File: src/rtl/ones_window_ctrl_pkg.sv
// Shared state encoding and default widths for the consecutive-ones window measurement.
package ones_window_ctrl_pkg;

    localparam int DEF_WIN_W = 16;
    localparam int DEF_THR_W = 4;
    localparam int DEF_CNT_W = 8;

    typedef enum logic [1:0] {
        IDLE = 2'b00,
        ARM  = 2'b01,
        RUN  = 2'b10,
        DONE = 2'b11
    } state_t;

endpackage

File: src/rtl/ones_run_counter.sv
// Run-length counter over data_in: combinational event on reaching threshold, registered detect.
// Zero latency on evt, one cycle on detect; no backpressure.
module ones_run_counter
    import ones_window_ctrl_pkg::*;
#(
    parameter int THR_W = DEF_THR_W
) (
    input  logic             clk,
    input  logic             reset,
    input  logic             clear,
    input  logic             enable,
    input  logic             data_in,
    input  logic [THR_W-1:0] threshold,
    output logic             evt,
    output logic             detect
);

    logic [THR_W-1:0] run;
    logic [THR_W-1:0] eff_thr;

    // A zero threshold would make every cycle an event; it behaves as one.
    always_comb begin
        eff_thr = (threshold == '0) ? THR_W'(1) : threshold;
    end

    assign evt = enable && data_in && (run == eff_thr - THR_W'(1));

    always_ff @(posedge clk or negedge reset) begin
        if (!reset) begin
            run    <= '0;
            detect <= 1'b0;
        end else if (clear) begin
            run    <= '0;
            detect <= 1'b0;
        end else if (enable) begin
            if (data_in) begin
                if (run != eff_thr) begin
                    run <= run + THR_W'(1);
                end
                detect <= (run >= eff_thr - THR_W'(1));
            end else begin
                run    <= '0;
                detect <= 1'b0;
            end
        end
    end

endmodule

File: src/rtl/ones_window_ctrl.sv
// Window controller: counts qualifying runs of ones over window_len samples, reports with a done pulse.
// First sample two edges after start, done one cycle after the last sample; start while busy is dropped.
module ones_window_ctrl
    import ones_window_ctrl_pkg::*;
#(
    parameter int WIN_W = DEF_WIN_W,
    parameter int THR_W = DEF_THR_W,
    parameter int CNT_W = DEF_CNT_W
) (
    input  logic             clk,
    input  logic             reset,
    input  logic             start,
    input  logic [WIN_W-1:0] window_len,
    input  logic [THR_W-1:0] threshold,
    input  logic             data_in,
    output logic             busy,
    output logic             detect,
    output logic             done,
    output logic [CNT_W-1:0] count
);

    state_t           state;
    logic [WIN_W-1:0] win_len_q;
    logic [WIN_W-1:0] remaining;
    logic [THR_W-1:0] thr_q;
    logic             run_en;
    logic             run_clear;
    logic             run_evt;
    logic             last_sample;

    assign run_en      = (state == RUN);
    assign last_sample = run_en && (remaining == WIN_W'(1));
    // Clearing on the last sample lets detect read 0 in DONE; the final event still reaches count.
    assign run_clear   = (state == ARM) || last_sample;

    ones_run_counter #(
        .THR_W (THR_W)
    ) u_run (
        .clk       (clk),
        .reset     (reset),
        .clear     (run_clear),
        .enable    (run_en),
        .data_in   (data_in),
        .threshold (thr_q),
        .evt       (run_evt),
        .detect    (detect)
    );

    always_ff @(posedge clk or negedge reset) begin
        if (!reset) begin
            state     <= IDLE;
            win_len_q <= '0;
            thr_q     <= '0;
            remaining <= '0;
            count     <= '0;
            busy      <= 1'b0;
            done      <= 1'b0;
        end else begin
            case (state)
                IDLE: begin
                    done <= 1'b0;
                    if (start) begin
                        win_len_q <= window_len;
                        thr_q     <= threshold;
                        busy      <= 1'b1;
                        state     <= ARM;
                    end
                end
                ARM: begin
                    remaining <= win_len_q;
                    count     <= '0;
                    if (win_len_q == '0) begin
                        done  <= 1'b1;
                        state <= DONE;
                    end else begin
                        state <= RUN;
                    end
                end
                RUN: begin
                    remaining <= remaining - WIN_W'(1);
                    if (run_evt && (count != '1)) begin
                        count <= count + CNT_W'(1);
                    end
                    if (last_sample) begin
                        done  <= 1'b1;
                        state <= DONE;
                    end
                end
                DONE: begin
                    done  <= 1'b0;
                    busy  <= 1'b0;
                    state <= IDLE;
                end
            endcase
        end
    end

endmodule

File: config.mk
export PLATFORM = sky130hd
export DESIGN_NAME = ones_window_ctrl
export DESIGN_NICKNAME = d
export VERILOG_FILES = /design/src/rtl/ones_window_ctrl_pkg.sv /design/src/rtl/ones_run_counter.sv /design/src/rtl/ones_window_ctrl.sv
export SDC_FILE = /design/constraint.sdc
export NUM_CORES = 1
export LEC_CHECK = 0
export ABC_AREA = 1
export CAP_MARGIN = 20
export CORE_MARGIN = 2
export CORE_UTILIZATION = 57
export CTS_CLUSTER_SIZE = 30
export DETAILED_ROUTE_END_ITERATION = 10
export PLACE_DENSITY = 0.8
export SLEW_MARGIN = 5
export SYNTH_ARGS = -nofsm -noshare
export SYNTH_HDL_FRONTEND = slang
export SYNTH_SLANG_ARGS = --single-unit
export TNS_END_PERCENT = 100
File: constraint.sdc
create_clock -name clk -period 2.86 [get_ports clk]
set_input_delay 0.286 -clock clk [delete_from_list [all_inputs] [get_ports clk]]
set_output_delay 0.286 -clock clk [all_outputs]
set_load 0.01 [all_outputs]
==> impl_summary.md <==
Run status
The run finished with clean final reports.

Logic synthesis
The sequential element share of the synthesized area is 41.3%. Summed over all instances, the cell type with the most area after synthesis is sky130_fd_sc_hd__dfrtp_1. Summing every instance area after synthesis gives 3210 sq um. The total of flip-flops plus latches after synthesis is 53. For this run, asynchronously set or reset flops after synthesis account for 100%.

The count of flip-flops with a built-in enable after synthesis is 0. The commonest register cell after synthesis is sky130_fd_sc_hd__dfrtp_1. Sorting the synthesized cells by area gives the leading types as sky130_fd_sc_hd__dfrtp_1, sky130_fd_sc_hd__nand2_1, sky130_fd_sc_hd__nor2_1.

Synthesis produced a netlist with a net count of 488. The top-area cell type share of the netlist area is 41.3%. The number of different library cells used by synthesis comes to 31. During synthesis, Yosys emitted a total of 0 warnings.

The number of standard cells after synthesis is 451. Averaged over all synthesized cells, the footprint is 7.12 sq um.

Place
The half-perimeter wire length of the detailed placement result is 5350 microns. The number of placed cells counting well taps is 548. The count of buffers added on input and output ports is 34.

The post-place setup slack is 0.747 ns. The total placed instance area is 3600 sq um. At the end of routability-driven placement, the weighted congestion stood at 0.879.

Timing
Of the available clock period, the critical path in the final layout requires 74.6%. Setup violations remaining at the end of the flow were counted as 0. The worst slew margin relative to its limit is 55.5%. The total count of hold-check failures in the final report is 0. The worst hold slack is 0.488 ns. The number of max-slew violations in the final report is 0.

The achievable frequency is 469 MHz. For the pin with the worst max-slew slack, the measured transition is 0.666 ns. Setup repair after global routing left no endpoint under its margin. The clock arrives with 0.00309 ns of skew. The final sum of negative setup slack is 0 ns. Counting I/O delays and the setup requirement, the final critical path takes 2.13 ns.

The minimum setup slack in the final design is 0.726 ns.

Critical path
Among all stages on the critical path, the largest delay is contributed by sky130_fd_sc_hd__dfrtp_1. The endpoint of the worst setup timing path is count[3]$_DFFE_PN0P_. The number of buffers and inverters on the critical path is 0. The cell family contributing the most delay on the critical path is simple AND/OR/NAND/NOR gates. The cell count of the worst reg-to-reg path is 11. The source of the critical timing path is thr_q[1]$_DFFE_PN0P_. The number of cells on the critical path is 11. The largest single stage delay on the critical path is 0.41 ns. The signal on the critical path passes through nor2_1 -> a21oi_1 -> ha_1 -> xnor2_1 -> ha_1 -> nand4_1 -> nor3_4 -> nand2_4 -> nand2_4 -> nand2_1 -> o21ai_2.

Data arrives at the worst endpoint at 2.38 ns. The critical path in this run is classified as flop to flop. The critical path endpoint category is a flop.

In this run the worst path has a maximum fanout of 12. The endpoint required time on the critical path is 3.10 ns. The source of the worst register-to-register timing path is thr_q[1]$_DFFE_PN0P_. The setup slack on the worst flop-to-flop path is 0.73 ns.

The worst register-to-register path ends at count[3]$_DFFE_PN0P_. The critical path launch point type is a flop.

Final layout
The area growth from synthesis to final layout is 16.1%. The fraction of final layout cells sized beyond drive strength 1 is 6.60%. The post-route cell area is 3730 sq um. In the final design database the tool counted 521 nets. The number of inserted diodes is 0. For this run, the share of the core covered by cells in the final layout is 68.1%.

The final cell count without fillers is 557. The layout filler cell count is 496.

Drt
The remaining routing DRC violations is 0. For this block, the routed nets add up to 7350 microns of wire. The first detailed-routing pass took 5 iterations. The total number of vias is 2970.

The via count normalized by instance count is 5.33. The first routing iteration left 205 violations. Dividing the detail-routed wire length by the instance count gives 13.2 microns. Once detail routing completed, the nets flagged for antenna violations numbered 0.

Floorplan
The horizontal die dimension is 79.0 microns. The die is 79.0 microns tall. The count of boundary I/O pins is 35. In this run the core area contains 27 standard-cell rows.

After floorplanning, the core was sized to cover 5470 sq um. The die footprint is 6250 sq um. For this configuration, the core starts out at a cell density of 58.6%.

Pwr
The internal power of the cells totals 2.08 mW. The power spent charging and discharging nets is 1.83 mW. The worst-case IR drop observed on VDD is 0.490 mV. Combinational logic is responsible for 52.2% of the overall power. In this run switching power makes up 46.9% of total power. Sequential cells burn 34.1% of the power.

The static leakage is 1.82 nW. Total power for the finished layout comes to 3.91 mW. The clock power share is 13.7%. The cell area power density is 1050 nW/um^2.

CTS
The buffer cell driving the clock tree root is sky130_fd_sc_hd__clkbuf_8. The number of buffers inserted by post-CTS setup repair is 0. The H-tree was split into 2 levels. The clock-pin slew of the registers on the worst-case setup and hold paths is 0.09 ns. For the worst-skew pair, the clock arrives at the later sink with an insertion delay of 0.31 ns.

The sink count of the clock tree is 53. The total clock buffers created by CTS is 5. Counting along the longest clock path gives a buffer depth of 2. TritonCTS built the clock tree.

GRT
The largest net degree at the start of global routing is 30. The initial antenna violation count is 0. The global-route wire length before repair is 12500 microns.

Global routing used 25.2% of the available tracks across all layers. Summed over all layers, the global routing overflow is 0. The number of global-route vias before repair is 2755.

Run
Max-cap violations in this run came to 0.

Min path
The path category of the worst min-delay check is input pin to async pin.
cells in the mapped netlist, types with 5 or more instances:
| cell | number |
|---|---|
| sky130_fd_sc_hd__a21oi_1 | 14 |
| sky130_fd_sc_hd__clkbuf_1 | 7 |
| sky130_fd_sc_hd__dfrtp_1 | 53 |
| sky130_fd_sc_hd__ha_1 | 13 |
| sky130_fd_sc_hd__inv_1 | 49 |
| sky130_fd_sc_hd__nand2_1 | 149 |
| sky130_fd_sc_hd__nand2_2 | 5 |
| sky130_fd_sc_hd__nand3_1 | 27 |
| sky130_fd_sc_hd__nand3b_1 | 6 |
| sky130_fd_sc_hd__nand4_1 | 5 |
| sky130_fd_sc_hd__nor2_1 | 54 |
| sky130_fd_sc_hd__o21ai_0 | 31 |
| sky130_fd_sc_hd__o21ai_2 | 5 |
metal layers:
layer,up-vias,part of all wire (%),GRT usage (%)
met2,82,47,41.1
met5,-,0,0
met4,0,2.0,7.93
met1,1386,46,34.1
li1,1487,-,-
met3,15,4.0,4.89
flip-flops by register name, indices dropped and copies added (netlist names):
register,cells
win_len_q,16
u_run.detect,1
state,2
remaining,16
count,8
busy,1
thr_q,4
done,1
u_run.run,4
cell families after synthesis:
kind of cell               share of synthesized area (%)
DFF                                                 41.3
AOI/OAI and AO/OA                                   10.4
buffers and inverters                               8.11
adders and majority gates                           5.07
and+or+nand+nor                                     34.0
xor gates and xnor gates                            1.09
worst min-delay path by stage:
stage	startpoint	slack [ns]	endpoint	cells past startpoint
4_1_cts	window_len[2]	0.49	win_len_q[2]$_DFFE_PN0P_	3
2_1_floorplan	reset	-0.01	busy$_DFFE_PN0P_	0
3_3_place_gp	reset	0.30	remaining[6]$_DFFE_PN0P_	1
3_5_place_dp	reset	0.31	remaining[5]$_DFFE_PN0P_	1
5_1_grt	window_len[2]	0.49	win_len_q[2]$_DFFE_PN0P_	3
6_report	reset	0.49	remaining[5]$_DFFE_PN0P_	2
cell type report:
type	instances	area [sq um]	area share (%)
multi-input combinational	333	1620	43.6
sequential	53	1330	35.6
timing repair buffer	39	375	10.1
inverter	52	195	5.24
tap	72	90.1	2.42
clock buffer	7	86.3	2.32
clock inverter	1	30.0	0.806
power by group through the flow:
stage / Clock (mW) / Combinational (mW) / Sequential [mW]
2_1_floorplan: 0 / 1.57 / 1.28
3_3_place_gp: 0 / 1.96 / 1.33
3_5_place_dp: 0 / 2.03 / 1.34
4_1_cts: 0.549 / 2.04 / 1.33
5_1_grt: 0.580 / 2.36 / 1.37
6_report: 0.536 / 2.04 / 1.33
cells in the final DEF, fill, tap and decap left out, types with 2 or more instances in the layout:
cell type,n
sky130_fd_sc_hd__buf_4,4
sky130_fd_sc_hd__nand2_2,5
sky130_fd_sc_hd__ha_1,13
sky130_fd_sc_hd__o21ai_2,5
sky130_fd_sc_hd__nor2_1,54
sky130_fd_sc_hd__nand3b_1,6
sky130_fd_sc_hd__nor2_2,3
sky130_fd_sc_hd__nand4_1,5
sky130_fd_sc_hd__a21oi_1,14
sky130_fd_sc_hd__clkdlybuf4s50_1,33
sky130_fd_sc_hd__o21ai_0,31
sky130_fd_sc_hd__clkbuf_8,6
sky130_fd_sc_hd__xor2_1,2
sky130_fd_sc_hd__nand2_1,149
sky130_fd_sc_hd__xnor2_1,2
sky130_fd_sc_hd__nand3_1,27
sky130_fd_sc_hd__nand2_4,2
sky130_fd_sc_hd__inv_1,49
sky130_fd_sc_hd__inv_2,3
sky130_fd_sc_hd__nor3_1,2
sky130_fd_sc_hd__o21ai_1,3
sky130_fd_sc_hd__dfrtp_1,53
sky130_fd_sc_hd__o22ai_1,3
what timing repair did:
action | in CTS | in global routing
endpoints found under the hold margin | 24 | 0
gates resized for setup | 0 | 0
hold buffers | 1 | 0
(Power assumes the default switching activity.)
